## src/rtl/mdl_memory_2p.sv

```systemverilog
// Simple dual-port register array: one synchronous write port and one registered
// read port with independent addresses, fully cleared by synchronous reset.
module mdl_memory_2p #(
  parameter int PKT_NUM = 7,
  parameter int DATA_SZ = 3
) (
  input  logic                       clk,
  input  logic                       rst,
  input  logic                       vld_in,
  input  logic [$clog2(PKT_NUM)-1:0] wr_addr,
  input  logic [DATA_SZ-1:0]         data_in,
  input  logic                       vld_out,
  input  logic [$clog2(PKT_NUM)-1:0] rd_addr,
  output logic [DATA_SZ-1:0]         data_out
);

  localparam int ADDR_W = $clog2(PKT_NUM);
  // One extra bit so the depth itself is representable when PKT_NUM is a power of two.
  localparam logic [ADDR_W:0] DEPTH_L = PKT_NUM[ADDR_W:0];

  logic [DATA_SZ-1:0] mem_r [PKT_NUM];
  logic [DATA_SZ-1:0] data_out_r;
  logic               wr_ok_s;
  logic               rd_ok_s;

  // Address range decode for both ports.
  always_comb begin
    wr_ok_s = 1'b0;
    rd_ok_s = 1'b0;
    if ({1'b0, wr_addr} < DEPTH_L) begin
      wr_ok_s = 1'b1;
    end else begin
      wr_ok_s = 1'b0;
    end
    if ({1'b0, rd_addr} < DEPTH_L) begin
      rd_ok_s = 1'b1;
    end else begin
      rd_ok_s = 1'b0;
    end
  end

  // Storage array: reset clears every entry, out-of-range writes are dropped.
  always_ff @(posedge clk) begin
    if (rst) begin
      for (int i = 0; i < PKT_NUM; i++) begin
        mem_r[i] <= {DATA_SZ{1'b0}};
      end
    end else if (vld_in && wr_ok_s) begin
      mem_r[wr_addr] <= data_in;
    end
  end

  // Registered read port; sees pre-write contents, so collisions are read-before-write.
  always_ff @(posedge clk) begin
    if (rst) begin
      data_out_r <= {DATA_SZ{1'b0}};
    end else if (vld_out) begin
      if (rd_ok_s) begin
        data_out_r <= mem_r[rd_addr];
      end else begin
        data_out_r <= {DATA_SZ{1'b0}};
      end
    end
  end

  assign data_out = data_out_r;

endmodule

```

## config.mk

```make
export PLATFORM = sky130hd
export DESIGN_NAME = mdl_memory_2p
export DESIGN_NICKNAME = d
export VERILOG_FILES = /design/src/rtl/mdl_memory_2p.sv
export SDC_FILE = /design/constraint.sdc
export NUM_CORES = 1
export LEC_CHECK = 0
export CAP_MARGIN = 25
export CELL_PAD_IN_SITES_DETAIL_PLACEMENT = 1
export CELL_PAD_IN_SITES_GLOBAL_PLACEMENT = 2
export CORE_ASPECT_RATIO = 0.9
export CORE_MARGIN = 2
export CORE_UTILIZATION = 31
export DETAILED_ROUTE_END_ITERATION = 12
export GPL_TIMING_DRIVEN = 0
export PLACE_DENSITY_LB_ADDON = 0.1
export SYNTH_ARGS = -nofsm -noshare
export SYNTH_HDL_FRONTEND = slang
export SYNTH_SLANG_ARGS = --single-unit
```

## constraint.sdc

```tcl
create_clock -name clk -period 1.4 [get_ports clk]
set_clock_uncertainty 0.1 [all_clocks]
set_input_delay 0.28 -clock clk [delete_from_list [all_inputs] [get_ports clk]]
set_output_delay 0.28 -clock clk [all_outputs]
set_load 0.05 [all_outputs]
```

==> flow_summary.json, run 1 <==
{
  "path_cells": "clkdlybuf4s15_2",
  "syn2layout_area_growth_pct": 25.3,
  "relSlewSlack_pct": 79.9,
  "core_um2": 3680,
  "p_leak_uw": 0.000576,
  "routed_wl_um": 2770,
  "dr.pass1.iters": 2,
  "overflow": 0,
  "final_core_util_pct": 40.1,
  "finalSetupViolCount": 0,
  "antenna_cells": 0,
  "crit_arrival_ps": 980,
  "synth_fp_nets": 119,
  "cp-start-kind": "flip-flop",
  "vias": 844,
  "die_w_um": 69.0,
  "ir_drop_uv": 471,
  "max_freq_mhz": 738,
  "status": "finished, final reports clean",
  "synth.top_cells.by_area": "edfxtp_1 46%, dfxtp_1 10%, mux2i_1 8.5%",
  "path_clk_slew_ps": 80,
  "htree_num_levels": 1,
  "drt_iter0_drc": 14,
  "post_drt_wl_per_cell_um": 16.4,
  "powerDensity_nw_per_um2": 988,
  "ys_types": 27,
  "avgSynthCellArea_um2": 11.1,
  "maxSlewViolCount": 0,
  "seq_area_frac_synth_pct": 56.1,
  "drive_gt1_share_pct": 23.6,
  "layout.nets": 137,
  "worst_pin_slew_ps": 301,
  "hold_viol_final": 0,
  "clkSinkCount": 24,
  "crit_family": "buffers and inverters",
  "syn_area_um2": 1180,
  "period_share_pct": 96.8,
  "root_buffer": "clkbuf_8",
  "ios": 16,
  "clock_latency_ps": 270,
  "placed_area_um2": 1360,
  "hold_slack_ps": 256,
  "cts_tree": "built",
  "crit_slowest_cell": "clkdlybuf4s15_2",
  "row_count": 21,
  "grtUsageTotal_pct": 14.8,
  "rsz0062_at_grt": "false",
  "antenna_found_initial": 0,
  "cts_setup_buffers": 0,
  "grt_max_degree": 14,
  "crit_fanout": 2,
  "drc_errors": 0,
  "crit_required_ps": 1020,
  "ys_seq_elements": 24,
  "min_period_ps": 1360,
  "min_path_type": "in -> reg",
  "place_congestion": 0.765,
  "synthCells": 106,
  "drv_cap": 0,
  "ant_nets": 0,
  "hpwlAfterDp_um": 2090,
  "grt_pass1_vias": 855,
  "cts_buffers": 3,
  "endpoint_kind": "output pin",
  "io_buffer_count": 12,
  "dp_cells": 164,
  "synth_area_leader_cell": "edfxtp_1",
  "initial_core_util_pct": 32.0,
  "path_class": "reg -> out",
  "max_stage_delay_ps": 370,
  "die_h_um": 62.5,
  "cts_buffer_depth": 2,
  "viasPerCell": 4.99,
  "stdcell_area_um2": 1480,
  "finalNonFillerCells": 169,
  "yosysTopAreaCellShare_pct": 45.9,
  "dieArea_um2": 4310,
  "cp_num_buf_inv": 1,
  "grt_pass1_wl_um": 4510,
  "yosysWarningCount": 0
}
per-layer routing:
metal / share of wire [%] / GRT usage [%] / vias up
li1: - / - / 415
met1: 46 / 19.8 / 414
met2: 49 / 22.8 / 10
met3: 2.8 / 3.78 / 5
met4: 1.8 / 5.15 / 0
met5: 0 / 0 / -
cell usage in the layout, fill, tap and decap left out, types with 2 or more instances in the layout:
cell type        count
a22oi_1              3
a311oi_2             2
and2_1               9
buf_2                2
clkbuf_2             2
clkbuf_8             3
clkdlybuf4s15_2      3
clkdlybuf4s50_1      4
dfxtp_1              6
dlygate4sd2_1        2
dlymetal6s2s_1       3
edfxtp_1            18
inv_1                3
mux2_2               2
mux2i_1             10
nand2_1              6
nand2b_1             4
nand4_1              2
nor2_1              12
nor2b_1              2
nor3_1               3
o211ai_1             2
o21bai_2             4
stage by stage:
step / power, µW / TNS (ps) / worst slack (ps)
2_1_floorplan: 962 / 0 / 20.4
3_3_place_gp: 1050 / -13110 / -431
3_5_place_dp: 1050 / -13060 / -412
4_1_cts: 1470 / -315 / -49.7
5_1_grt: 1520 / 0 / 11.2
6_report: 1460 / 0 / 44.5
state kept, by name, indices dropped and copies added (netlist names):
register  count
data_out      3
mem_r        21
final cells by class:
type                    instances  area (µm²)
flip-flops and latches         24         661
multi-input cells              74         534
clock inverters                 1        3.75
plain buffers                   5        31.3
well taps                      46        57.6
fillers                       414        2200
inverters                       3        11.3
repair buffers                 13         136
clock buffers                   3        41.3
cells by family (layout without fill, tap and decap cells):
logic type	count (synthesis)	count (layout)	synth area share, %
and+or+nand+nor	46	46	19.7
DFF	24	24	56.1
AOI/OAI and AO/OA	16	16	10.4
muxes	12	12	10.4
buffers and inverters	8	25	3.40
synthesized netlist by cell type:
library cell and n:
nor3_1 4, a22oi_1 3, a21oi_1 2, o211ai_1 2, a31o_2 1, nor4_1 1, nand2_1 7, nor2b_1 3
a311oi_2 1, a311oi_1 1, nand3b_1 1, buf_6 1, a21o_1 1, and2_1 9, mux2i_1 10, o21bai_1 4
nand4_1 2, nand3_1 1, edfxtp_1 18, nor2_1 13, nand2b_1 5, dfxtp_1 6, buf_2 2, clkbuf_1 2
mux2_2 2, o21ai_1 1, inv_1 3
where the power goes:
part           switching (µW)  leakage, µW  internal, µW
clock                     214    0.0000231           196
sequential               13.6     0.000223           809
combinational             134     0.000329          91.6
worst paths after layout:
check / start / to / slack [ps] / cells after the start
max: data_out[1]$_SDFFE_PP0P_ / data_out[1] / 40 / 1
min: rst / data_out[0]$_SDFFE_PP0P_ / 260 / 2
min reg2reg: data_out[2]$_SDFFE_PP0P_ / data_out[2]$_SDFFE_PP0P_ / 380 / 2
max reg2reg: mem_r[5][0]$_DFFE_PP_ / data_out[0]$_SDFFE_PP0P_ / 190 / 3
timing repair:
action / CTS / global route
cloned: 1 / 0
resized for setup: 24 / 8
hold buffers: 0 / 0
endpoints found under the setup margin: 28 / 36
No activity file was read; power rests on OpenSTA's default activity.
==> run 2: changes to the inputs <==
- CTS_CLUSTER_DIAMETER: not set -> 50
==> results of run 2 <==
Final layout, timing and power as in run 1 (identical DEF).
